**src/rtl/reg_wb_arbiter_pkg.sv**
```systemverilog
// Shared constants, grant encoding and the winner-selection helper for the
// register-file writeback arbiter. Register file and decode reuse these too.
package reg_wb_arbiter_pkg;

  localparam int               REG_NUM          = 32;
  localparam int               ADDR_W           = 5;
  localparam int               DATA_W           = 32;
  localparam logic [ADDR_W-1:0] REG_ZERO        = 5'd0;
  localparam int               STARVE_LIMIT_DEF = 4;

  // Which requester owns the write port in the current cycle.
  typedef enum logic [1:0] {
    GNT_NONE = 2'd0,
    GNT_A    = 2'd1,
    GNT_B    = 2'd2
  } grant_e;

  // A is preferred (single-cycle path keeps the pipeline moving) unless B has
  // been waiting long enough to be forced through.
  function automatic grant_e pick_winner(input logic a_valid,
                                         input logic b_valid,
                                         input logic b_starved);
    grant_e win;
    if (a_valid && (!b_valid || !b_starved)) begin
      win = GNT_A;
    end else if (b_valid) begin
      win = GNT_B;
    end else begin
      win = GNT_NONE;
    end
    return win;
  endfunction

endpackage

```
**src/rtl/reg_wb_arbiter_if.sv**
```systemverilog
// Writeback, reservation and hazard-read bundle shared by the writeback
// sources, the decode stage and the arbiter. master = surrounding pipeline,
// slave = arbiter.
interface reg_wb_arbiter_if #(
  parameter int ADDR_W = reg_wb_arbiter_pkg::ADDR_W,
  parameter int DATA_W = reg_wb_arbiter_pkg::DATA_W
);

  logic              reqA_valid_i;
  logic [ADDR_W-1:0] reqA_addr_i;
  logic [DATA_W-1:0] reqA_data_i;
  logic              reqA_ready_o;

  logic              reqB_valid_i;
  logic [ADDR_W-1:0] reqB_addr_i;
  logic [DATA_W-1:0] reqB_data_i;
  logic              reqB_ready_o;

  logic              rsv_valid_i;
  logic [ADDR_W-1:0] rsv_addr_i;

  logic [ADDR_W-1:0] RSaddr_i;
  logic [ADDR_W-1:0] RTaddr_i;
  logic              stall_o;

  logic              RegWrite_o;
  logic [ADDR_W-1:0] RDaddr_o;
  logic [DATA_W-1:0] RDdata_o;

  modport master (
    output reqA_valid_i, reqA_addr_i, reqA_data_i,
    output reqB_valid_i, reqB_addr_i, reqB_data_i,
    output rsv_valid_i, rsv_addr_i, RSaddr_i, RTaddr_i,
    input  reqA_ready_o, reqB_ready_o, stall_o,
    input  RegWrite_o, RDaddr_o, RDdata_o
  );

  modport slave (
    input  reqA_valid_i, reqA_addr_i, reqA_data_i,
    input  reqB_valid_i, reqB_addr_i, reqB_data_i,
    input  rsv_valid_i, rsv_addr_i, RSaddr_i, RTaddr_i,
    output reqA_ready_o, reqB_ready_o, stall_o,
    output RegWrite_o, RDaddr_o, RDdata_o
  );

endinterface

```
**src/rtl/reg_scoreboard.sv**
```systemverilog
// Per-register busy bits for destinations of the multi-cycle B path.
// A reservation sets a bit, a completed B write clears it; when both hit the
// same register on one edge the new reservation wins. Register 0 never
// becomes busy.
module reg_scoreboard
  import reg_wb_arbiter_pkg::*;
(
  input  logic              clk_i,
  input  logic              rst_i,
  input  logic              set_valid,
  input  logic [ADDR_W-1:0] set_addr,
  input  logic              clr_valid,
  input  logic [ADDR_W-1:0] clr_addr,
  input  logic [ADDR_W-1:0] rs_addr,
  input  logic [ADDR_W-1:0] rt_addr,
  output logic              rs_busy,
  output logic              rt_busy
);

  logic [REG_NUM-1:0] busy_r;
  logic [REG_NUM-1:0] busy_nxt_s;

  // Next busy vector: set has priority over clear for the same register.
  always_comb begin
    busy_nxt_s = busy_r;
    for (int i = 0; i < REG_NUM; i++) begin
      if (set_valid && (set_addr != REG_ZERO) && (set_addr == ADDR_W'(i))) begin
        busy_nxt_s[i] = 1'b1;
      end else if (clr_valid && (clr_addr == ADDR_W'(i))) begin
        busy_nxt_s[i] = 1'b0;
      end else begin
        busy_nxt_s[i] = busy_r[i];
      end
    end
  end

  // Busy state register, cleared by reset.
  always_ff @(posedge clk_i) begin
    if (rst_i) begin
      busy_r <= {REG_NUM{1'b0}};
    end else begin
      busy_r <= busy_nxt_s;
    end
  end

  assign rs_busy = busy_r[rs_addr];
  assign rt_busy = busy_r[rt_addr];

endmodule

```
**src/rtl/reg_wb_arbiter.sv**
```systemverilog
// Owns the single register-file write port and shares it between the ALU
// writeback (A) and the load/mul writeback (B). A normally wins; B is forced
// through once it has waited STARVE_LIMIT cycles. The winning write is
// registered one cycle before it reaches the register file, and decode is
// stalled on busy B destinations and on the write sitting in that stage.
module reg_wb_arbiter #(
  parameter int DATA_W       = reg_wb_arbiter_pkg::DATA_W,
  parameter int ADDR_W       = reg_wb_arbiter_pkg::ADDR_W,
  parameter int STARVE_LIMIT = reg_wb_arbiter_pkg::STARVE_LIMIT_DEF
) (
  input  logic            clk_i,
  input  logic            rst_i,
  reg_wb_arbiter_if.slave bus
);

  import reg_wb_arbiter_pkg::*;

  localparam int               CNT_W    = $clog2(STARVE_LIMIT + 1);
  localparam logic [CNT_W-1:0] CNT_ZERO = {CNT_W{1'b0}};
  localparam logic [CNT_W-1:0] CNT_ONE  = {{(CNT_W-1){1'b0}}, 1'b1};
  localparam logic [CNT_W-1:0] CNT_MAX  = CNT_W'(STARVE_LIMIT);
  localparam logic [ADDR_W-1:0] ADDR_ZERO = ADDR_W'(REG_ZERO);

  grant_e            grant_s;
  logic              a_xfer_s;
  logic              b_xfer_s;
  logic              b_starved_s;
  logic [CNT_W-1:0]  starve_cnt_r;
  logic [CNT_W-1:0]  starve_cnt_nxt_s;

  logic              win_valid_s;
  logic [ADDR_W-1:0] win_addr_s;
  logic [DATA_W-1:0] win_data_s;

  logic              wr_en_r;
  logic [ADDR_W-1:0] wr_addr_r;
  logic [DATA_W-1:0] wr_data_r;

  logic              rs_busy_s;
  logic              rt_busy_s;
  logic              wb_hit_s;

  // Grant decision; nothing is accepted while reset is held.
  always_comb begin
    b_starved_s = (starve_cnt_r == CNT_MAX);
    if (rst_i) begin
      grant_s = GNT_NONE;
    end else begin
      grant_s = pick_winner(bus.reqA_valid_i, bus.reqB_valid_i, b_starved_s);
    end
    a_xfer_s = (grant_s == GNT_A);
    b_xfer_s = (grant_s == GNT_B);
  end

  assign bus.reqA_ready_o = a_xfer_s;
  assign bus.reqB_ready_o = b_xfer_s;

  // Starve counter next value: counts B waiting cycles, saturates, and drops
  // to zero once B is served or withdraws.
  always_comb begin
    if (bus.reqB_valid_i && !b_xfer_s) begin
      if (b_starved_s) begin
        starve_cnt_nxt_s = starve_cnt_r;
      end else begin
        starve_cnt_nxt_s = starve_cnt_r + CNT_ONE;
      end
    end else begin
      starve_cnt_nxt_s = CNT_ZERO;
    end
  end

  // Starve counter register.
  always_ff @(posedge clk_i) begin
    if (rst_i) begin
      starve_cnt_r <= CNT_ZERO;
    end else begin
      starve_cnt_r <= starve_cnt_nxt_s;
    end
  end

  // Select the winner's address/data for the output stage.
  always_comb begin
    case (grant_s)
      GNT_A: begin
        win_valid_s = 1'b1;
        win_addr_s  = bus.reqA_addr_i;
        win_data_s  = bus.reqA_data_i;
      end
      GNT_B: begin
        win_valid_s = 1'b1;
        win_addr_s  = bus.reqB_addr_i;
        win_data_s  = bus.reqB_data_i;
      end
      default: begin
        win_valid_s = 1'b0;
        win_addr_s  = wr_addr_r;
        win_data_s  = wr_data_r;
      end
    endcase
  end

  // Output stage: one write per cycle, register 0 is never enabled; address
  // and data hold when nothing is granted.
  always_ff @(posedge clk_i) begin
    if (rst_i) begin
      wr_en_r   <= 1'b0;
      wr_addr_r <= ADDR_ZERO;
      wr_data_r <= {DATA_W{1'b0}};
    end else begin
      wr_en_r   <= win_valid_s && (win_addr_s != ADDR_ZERO);
      wr_addr_r <= win_addr_s;
      wr_data_r <= win_data_s;
    end
  end

  assign bus.RegWrite_o = wr_en_r;
  assign bus.RDaddr_o   = wr_addr_r;
  assign bus.RDdata_o   = wr_data_r;

  reg_scoreboard u_scoreboard (
    .clk_i     (clk_i),
    .rst_i     (rst_i),
    .set_valid (bus.rsv_valid_i),
    .set_addr  (bus.rsv_addr_i),
    .clr_valid (b_xfer_s),
    .clr_addr  (bus.reqB_addr_i),
    .rs_addr   (bus.RSaddr_i),
    .rt_addr   (bus.RTaddr_i),
    .rs_busy   (rs_busy_s),
    .rt_busy   (rt_busy_s)
  );

  // Decode hazard: busy B destination, or the write not yet in the register file.
  always_comb begin
    wb_hit_s = wr_en_r && (wr_addr_r != ADDR_ZERO) &&
               ((wr_addr_r == bus.RSaddr_i) || (wr_addr_r == bus.RTaddr_i));
    bus.stall_o = rs_busy_s | rt_busy_s | wb_hit_s;
  end

endmodule

```
**src/flat_wrapper.sv**
```systemverilog
// flat-port wrapper written by rule: the top's interface ports become plain ports
module reg_wb_arbiter_flat import reg_wb_arbiter_pkg::*;
#(
  parameter int DATA_W       = reg_wb_arbiter_pkg::DATA_W,
  parameter int ADDR_W       = reg_wb_arbiter_pkg::ADDR_W,
  parameter int STARVE_LIMIT = reg_wb_arbiter_pkg::STARVE_LIMIT_DEF
)
  (clk_i, rst_i, bus_reqA_valid_i, bus_reqA_addr_i, bus_reqA_data_i, bus_reqB_valid_i, bus_reqB_addr_i, bus_reqB_data_i, bus_rsv_valid_i, bus_rsv_addr_i, bus_RSaddr_i, bus_RTaddr_i, bus_reqA_ready_o, bus_reqB_ready_o, bus_stall_o, bus_RegWrite_o, bus_RDaddr_o, bus_RDdata_o);
  reg_wb_arbiter_if #(.ADDR_W(ADDR_W), .DATA_W(DATA_W)) bus_i ();
  input  logic clk_i;
  input  logic rst_i;
  input wire logic [$bits(bus_i.reqA_valid_i)-1:0] bus_reqA_valid_i;
  input wire logic [$bits(bus_i.reqA_addr_i)-1:0] bus_reqA_addr_i;
  input wire logic [$bits(bus_i.reqA_data_i)-1:0] bus_reqA_data_i;
  input wire logic [$bits(bus_i.reqB_valid_i)-1:0] bus_reqB_valid_i;
  input wire logic [$bits(bus_i.reqB_addr_i)-1:0] bus_reqB_addr_i;
  input wire logic [$bits(bus_i.reqB_data_i)-1:0] bus_reqB_data_i;
  input wire logic [$bits(bus_i.rsv_valid_i)-1:0] bus_rsv_valid_i;
  input wire logic [$bits(bus_i.rsv_addr_i)-1:0] bus_rsv_addr_i;
  input wire logic [$bits(bus_i.RSaddr_i)-1:0] bus_RSaddr_i;
  input wire logic [$bits(bus_i.RTaddr_i)-1:0] bus_RTaddr_i;
  output wire logic [$bits(bus_i.reqA_ready_o)-1:0] bus_reqA_ready_o;
  output wire logic [$bits(bus_i.reqB_ready_o)-1:0] bus_reqB_ready_o;
  output wire logic [$bits(bus_i.stall_o)-1:0] bus_stall_o;
  output wire logic [$bits(bus_i.RegWrite_o)-1:0] bus_RegWrite_o;
  output wire logic [$bits(bus_i.RDaddr_o)-1:0] bus_RDaddr_o;
  output wire logic [$bits(bus_i.RDdata_o)-1:0] bus_RDdata_o;
  assign bus_i.reqA_valid_i = bus_reqA_valid_i;
  assign bus_i.reqA_addr_i = bus_reqA_addr_i;
  assign bus_i.reqA_data_i = bus_reqA_data_i;
  assign bus_i.reqB_valid_i = bus_reqB_valid_i;
  assign bus_i.reqB_addr_i = bus_reqB_addr_i;
  assign bus_i.reqB_data_i = bus_reqB_data_i;
  assign bus_i.rsv_valid_i = bus_rsv_valid_i;
  assign bus_i.rsv_addr_i = bus_rsv_addr_i;
  assign bus_i.RSaddr_i = bus_RSaddr_i;
  assign bus_i.RTaddr_i = bus_RTaddr_i;
  assign bus_reqA_ready_o = bus_i.reqA_ready_o;
  assign bus_reqB_ready_o = bus_i.reqB_ready_o;
  assign bus_stall_o = bus_i.stall_o;
  assign bus_RegWrite_o = bus_i.RegWrite_o;
  assign bus_RDaddr_o = bus_i.RDaddr_o;
  assign bus_RDdata_o = bus_i.RDdata_o;
  reg_wb_arbiter #(.DATA_W(DATA_W), .ADDR_W(ADDR_W), .STARVE_LIMIT(STARVE_LIMIT)) u_core (.clk_i(clk_i), .rst_i(rst_i), .bus(bus_i));
endmodule
```
**config.mk**
```make
export PLATFORM = sky130hd
export DESIGN_NAME = reg_wb_arbiter_flat
export DESIGN_NICKNAME = d
export VERILOG_FILES = /design/src/rtl/reg_wb_arbiter_pkg.sv /design/src/rtl/reg_wb_arbiter_if.sv /design/src/rtl/reg_scoreboard.sv /design/src/rtl/reg_wb_arbiter.sv /design/src/flat_wrapper.sv
export SDC_FILE = /design/constraint.sdc
export NUM_CORES = 1
export LEC_CHECK = 0
export CAP_MARGIN = 10
export CORE_UTILIZATION = 45
export CTS_CLUSTER_SIZE = 14
export DETAILED_ROUTE_END_ITERATION = 7
export GPL_TIMING_DRIVEN = 0
export HOLD_SLACK_MARGIN = 0.05
export PLACE_DENSITY = 0.86
export SLEW_MARGIN = 30
export SYNTH_ARGS = -nofsm -noshare
export SYNTH_HDL_FRONTEND = slang
export SYNTH_SLANG_ARGS = --single-unit
```
**constraint.sdc**
```tcl
create_clock -name clk_i -period 4.2 [get_ports clk_i]
set_clock_uncertainty 0.1 [all_clocks]
set_input_delay 0.84 -clock clk_i [delete_from_list [all_inputs] [get_ports clk_i]]
set_output_delay 0.84 -clock clk_i [all_outputs]
set_load 0.005 [all_outputs]
```
## Yosys cells after proc, flatten, opt, wreduce, memory -nomap -nowiden

Index checks and enable logic that the tools add are counted.

| word-level totals | value |
|---|---|
| input bits | 94 |
| flip-flop bits (word level) | 73 |
| logic and storage cells | 298 |

| operators by class | value |
|---|---|
| equal/unequal tests | 67 |
| reduce and logical (&&, ||, !) cells | 115 |
| add/sub/neg operators | 1 |
| muxes and demuxes | 74 |
| $lt $le $gt $ge | 2 |
| bitwise operators | 3 |

Operators with widths:

| operator | number |
|---|---|
| 5-bit equality test, second input constant | 32 |
| 5-bit by 4-bit equality test with 1-bit output, second input constant | 16 |
| 1-bit logical AND | 70 |
| 1-bit two-way mux | 67 |
| 2-bit nonzero test | 33 |
| 32-bit one-hot mux with 2 select lines | 1 |
| 5-bit by 3-bit equality test with 1-bit output, second input constant | 8 |
| 5-bit by 2-bit equality test with 1-bit output, second input constant | 4 |
| 5-bit nonzero test | 3 |
| 5-bit by 6-bit < comparator with 1-bit output, second input constant | 2 |
| 1-bit binary-select mux with 5-bit select | 2 |
| 5-bit by 1-bit equality test with 1-bit output, second input constant | 2 |
| 5-bit equality test | 2 |
| 5-bit logical NOT | 2 |
| 5-bit one-hot mux with 2 select lines | 1 |
| 2-bit two-way mux | 3 |
| 2-bit OR reduction | 2 |
| 3-bit by 1-bit adder with 3-bit output, second input constant | 1 |
| 3-bit equality test, second input constant | 1 |
| 1-bit logical NOT | 3 |
| 2-bit by 1-bit equality test with 1-bit output, second input constant | 1 |
| 2-bit equality test, second input constant | 1 |
| 1-bit logical OR | 2 |
| 1-bit bitwise OR | 2 |
| 1-bit NOT | 1 |

## Depth between registers and ports, before layout

| logic depth | value |
|---|---|
| word-level depth | 11 |
| mapped depth | 13 |

## Hierarchy

Synthesis repeated with hierarchy kept, for this count alone.

| second synthesis, totals | value |
|---|---|
| cell total of the unflattened synthesis | 500 |
| area total of the unflattened synthesis | 4050.1 um^2 |

Modules (own cells, without submodules):

| module | cells an instance | area each (um^2) | seq. area each (um^2) | times used |
|---|---|---|---|---|
| reg_wb_arbiter | 251 | 2119.5 | 820.8 | 1 |
| reg_scoreboard | 249 | 1930.6 | 640.6 | 1 |

## Worst setup path before layout

Ideal clock, no wire load.

| path | value |
|---|---|
| kind | input -> output |
| from | input bus_RTaddr_i[0] |
| to | output bus_stall_o |
| setup slack | 1.056 ns |
| cell stages on the path | 6 |
| data arrival time | 2.204 ns |
| cells stage by stage | buf_6 mux4_2 a22o_1 a31oi_1 o21ai_1 a2111o_1 |

| on the way | value |
|---|---|
| cells in the longest elaborated chain, start to end | 4 |
| elaborated cells between the ends (all ways) | 7 |

RTL lines:

| item | RTL line | text |
|---|---|---|
| start, declared | flat_wrapper.sv:21 | `input wire logic [$bits(bus_i.RTaddr_i)-1:0] bus_RTaddr_i;` |
| 1-bit binary-select mux with 5-bit select / 5-bit equality test (equally long branches) | reg_scoreboard.sv:47, reg_wb_arbiter.sv:136 |  |
| 1-bit two-way mux (implied by the code) / 1-bit logical OR (equally long branches) | reg_scoreboard.sv:47, reg_wb_arbiter.sv:136 |  |
| 1-bit bitwise OR / 1-bit logical AND (equally long branches) | reg_wb_arbiter.sv:137, reg_wb_arbiter.sv:135 |  |
| 1-bit bitwise OR (*) | reg_wb_arbiter.sv:137 | `bus.stall_o = rs_busy_s \| rt_busy_s \| wb_hit_s;` |
| end, declared | flat_wrapper.sv:24 | `output wire logic [$bits(bus_i.stall_o)-1:0] bus_stall_o;` |

Every way passes the cells marked *; elsewhere a longest branch is shown, timed or not. The select of a mux whose other input is x is not followed.

## Worst setup path in the final report

| path | value |
|---|---|
| from | input bus_RSaddr_i[1] |
| to | output bus_stall_o |

| on the way | value |
|---|---|
| cells in the longest elaborated chain, start to end | 4 |
| elaborated cells between the ends (all ways) | 7 |

RTL lines:

| item | RTL line | text |
|---|---|---|
| start, declared | flat_wrapper.sv:20 | `input wire logic [$bits(bus_i.RSaddr_i)-1:0] bus_RSaddr_i;` |
| 1-bit binary-select mux with 5-bit select / 5-bit equality test (equally long branches) | reg_scoreboard.sv:46, reg_wb_arbiter.sv:136 |  |
| 1-bit two-way mux (implied by the code) / 1-bit logical OR (equally long branches) | reg_scoreboard.sv:46, reg_wb_arbiter.sv:136 |  |
| 1-bit bitwise OR / 1-bit logical AND (equally long branches) | reg_wb_arbiter.sv:137, reg_wb_arbiter.sv:135 |  |
| 1-bit bitwise OR (*) | reg_wb_arbiter.sv:137 |  |

Marks and branches as above.

==> flow_summary_export.csv <==
group,metric,value,unit
setup_path,reg2reg_from,"u_core.starve_cnt_r[0]$_SDFFE_PP0P_",
floorplan,dieHeight,95.02,µm
setup_path,reg2reg_to,"u_core.bus.RDdata_o[18]$_SDFFE_PP0N_",
drt,first_pass_iters,5,
sta,finalSetupViolations,0,
global_route,overflow,0,
logic_synthesis,synthDistinctLibCells,42,
drt,ant_nets,0,
drt,wl_per_cell,16.29,µm
setup_path,timing_worst_setup_path_type,"in2out",
clocking,ctsRootBufferMaster,"clkbuf_8",
clocking,clock_sinks,73,
setup_path,r2r_slack,1.20,ns
sta,timing_hold_violations_final,0,
clocking,tritoncts,"yes",
floorplan,start_util,46.92,%
sta,worstMarginPinSlew,0.7484,ns
final_layout,utilization,66.03,%
logic_synthesis,synth-seq-area-share,37.53,%
logic_synthesis,ys_ff_latch,73,
sta,fin_setup_tns,0,ns
setup_path,cp-end-kind,"output port",
floorplan,die_area,9029,µm²
logic_synthesis,synth-warning-count,0,
global_route,gr-usage-all-layers,26.36,%
placed_design,io_buffer_count,125,
drt,avgViaCountPerCell,5.576,
setup_path,crit_start,"bus_RSaddr_i[1]",
floorplan,die_w,95.02,µm
clocking,ctsHoldBuffers,0,
floorplan,io_pins,135,
sta,max_freq,0.2611,GHz
power,p_per_area,296.1,nW/µm²
floorplan,core,8299,µm²
sta,min_period,3.830,ns
sta,rsz0062_at_grt,"no",
sta,slew_violations,0,
clocking,post_cts_buffers,0,
global_route,grt_pass1_vias,3964,
drt,drc_errors,0,
logic_synthesis,synth_flop_cell,"dfxtp_1",
run,maxCapViolCount,0,
placed_design,gp_congestion,0.8663,
setup_path,crit_path_start_kind,"input port",
logic_synthesis,async_flop_share,0,%
floorplan,rows,33,
global_route,grt_max_degree,14,
hold_path,hp-class,"reg2reg",
outcome,status,"finished, final reports clean",
placed_design,dpl.hpwl,8892,µm
logic_synthesis,avgSynthCellArea,8.356,µm²
clocking,clk_pin_slew,0.08,ns
drt,finalWirelength,11600,µm
global_route,grt_antenna_before_repair,0,
clocking,cts_resized,0,
clocking,clock_path_buffers,2,
logic_synthesis,synth_cells,466,
clocking,h-tree-depth,3,
logic_synthesis,synth_nets,564,
setup_path,crit_path_end,"bus_stall_o",
global_route,grt_pass1_wl,18250,µm
final_layout,num_antenna_cells,0,
drt,vias,3970,
final_layout,layout.nets,700,
final_layout,syn_to_final_growth,40.75,%
power,ir_drop,0.1880,mV
setup_path,rr_worst_depth,11,
setup_path,cp.required,3.26,ns
sta,fin_crit_sh,91.20,%
power,cellLeakagePower,0.001978,µW
clocking,clk_latency,0.33,ns
drt,drt-initial-drc-count,223,
setup_path,worstPathMaxFanout,9,
final_layout,final_common_cell,"clkdlybuf4s50_1",
logic_synthesis,synth_edf_count,0,
clocking,cts_buffers,9,
sta,slew_headroom,50.00,%
logic_synthesis,syn_area,3894,µm²
setup_path,worstPathArrival,2.89,ns
final_layout,final_cell_mix,"clkdlybuf4s50_1 (125), nor2_1 (80), dfxtp_1 (73)",
final_layout,drive_above_1_share,6.755,%
## layer usage
layer | track usage, % | vias to the layer above | part of all wire, %
met2 | 46.52 | 189 | 50
met4 | 11.62 | 0 | 3.0
li1 | - | 1908 | -
met1 | 30.33 | 1838 | 40
met3 | 6.061 | 35 | 7.2
met5 | 0 | - | 0
## stage by stage
stage          power [µW]  hold slack, ns  area, µm²  worst slack [ns]  instances
2_1_floorplan       898.4          0.3567       3894             1.056        466
3_3_place_gp         1067          0.3671       5276            0.3960        696
3_5_place_dp         1078          0.3763       5276            0.4349        696
4_1_cts              1628          0.3898       5480            0.4248        712
5_1_grt              1686          0.4161       5480            0.3457        712
6_report             1623          0.3914       5480            0.3696        712
## where the power goes
group / switching (µW) / total, µW / internal (µW)
combinational: 147 / 327 / 180
sequential: 17.5 / 738 / 720
clock: 267 / 558 / 291
## area by class of cell
| cell class | count | area (µm²) |
|---|---|---|
| plain buffers | 32 | 155.1 |
| clock buffers | 10 | 137.6 |
| clock inverters | 6 | 66.31 |
| fillers | 641 | 2819 |
| inverters | 5 | 18.77 |
| multi-input cells | 356 | 2258 |
| flip-flops and latches | 73 | 1461 |
| well taps | 105 | 131.4 |
| repair buffers | 125 | 1251 |
## synth_stat cells (all sizes together) (3+ instances only)
cell	count	area share, %
nor2	80	7.7
dfxtp	73	38
a21oi	67	8.6
nand2	39	3.8
mux2i	35	9.0
o21ai	35	4.5
clkbuf	21	2.3
mux4	15	9.0
nor2b	15	2.4
nand3	13	1.7
buf	11	1.7
xor2	10	2.2
a22oi	8	1.5
inv	5	0.48
nor3	5	0.64
ha	4	1.3
and2	3	0.48
and3	3	0.51
nand2b	3	0.48
or2	3	0.48
## kinds of logic after synthesis
| family | after synthesis | synth area share [%] |
|---|---|---|
| multiplexers | 50 | 17.96 |
| adder cells (fa/ha/maj) | 4 | 1.285 |
| XOR/XNOR | 11 | 2.474 |
| AND/OR/NAND/NOR | 172 | 19.76 |
| buffers and inverters | 37 | 4.466 |
| AO/OA/AOI/OAI | 119 | 16.52 |
| flip-flops | 73 | 37.53 |
## flip-flops by register name, indices dropped and copies added, names as in the netlist
signal,cells
u_core.bus.RDaddr_o,5
u_core.starve_cnt_r,3
u_core.bus.RegWrite_o,1
u_core.u_scoreboard.busy_r,32
u_core.bus.RDdata_o,32
## worst min path at each step
| stage | endpoint | depth (start not counted) | startpoint |
|---|---|---|---|
| 2_1_floorplan | u_core.starve_cnt_r[1]$_SDFFE_PP0P_ | 2 | u_core.starve_cnt_r[1]$_SDFFE_PP0P_ |
| 3_5_place_dp | u_core.bus.RDdata_o[8]$_SDFFE_PP0N_ | 2 | u_core.bus.RDdata_o[8]$_SDFFE_PP0N_ |
| 5_1_grt | u_core.u_scoreboard.busy_r[16]$_SDFFE_PP0P_ | 2 | u_core.u_scoreboard.busy_r[16]$_SDFFE_PP0P_ |
| 4_1_cts | u_core.u_scoreboard.busy_r[19]$_SDFFE_PP0P_ | 2 | u_core.u_scoreboard.busy_r[19]$_SDFFE_PP0P_ |
| 6_report | u_core.bus.RDdata_o[12]$_SDFFE_PP0N_ | 2 | u_core.bus.RDdata_o[12]$_SDFFE_PP0N_ |
| 3_3_place_gp | u_core.bus.RDdata_o[20]$_SDFFE_PP0N_ | 2 | u_core.bus.RDdata_o[20]$_SDFFE_PP0N_ |
## critical path, stage by stage
cell and delay [ns]:
clkbuf_1 0.47, mux4_2 0.43, a22oi_1 0.17, nand3_1 0.11
a2111o_1 0.42, clkdlybuf4s50_1 0.45
No activity file was read; power rests on OpenSTA's default activity.
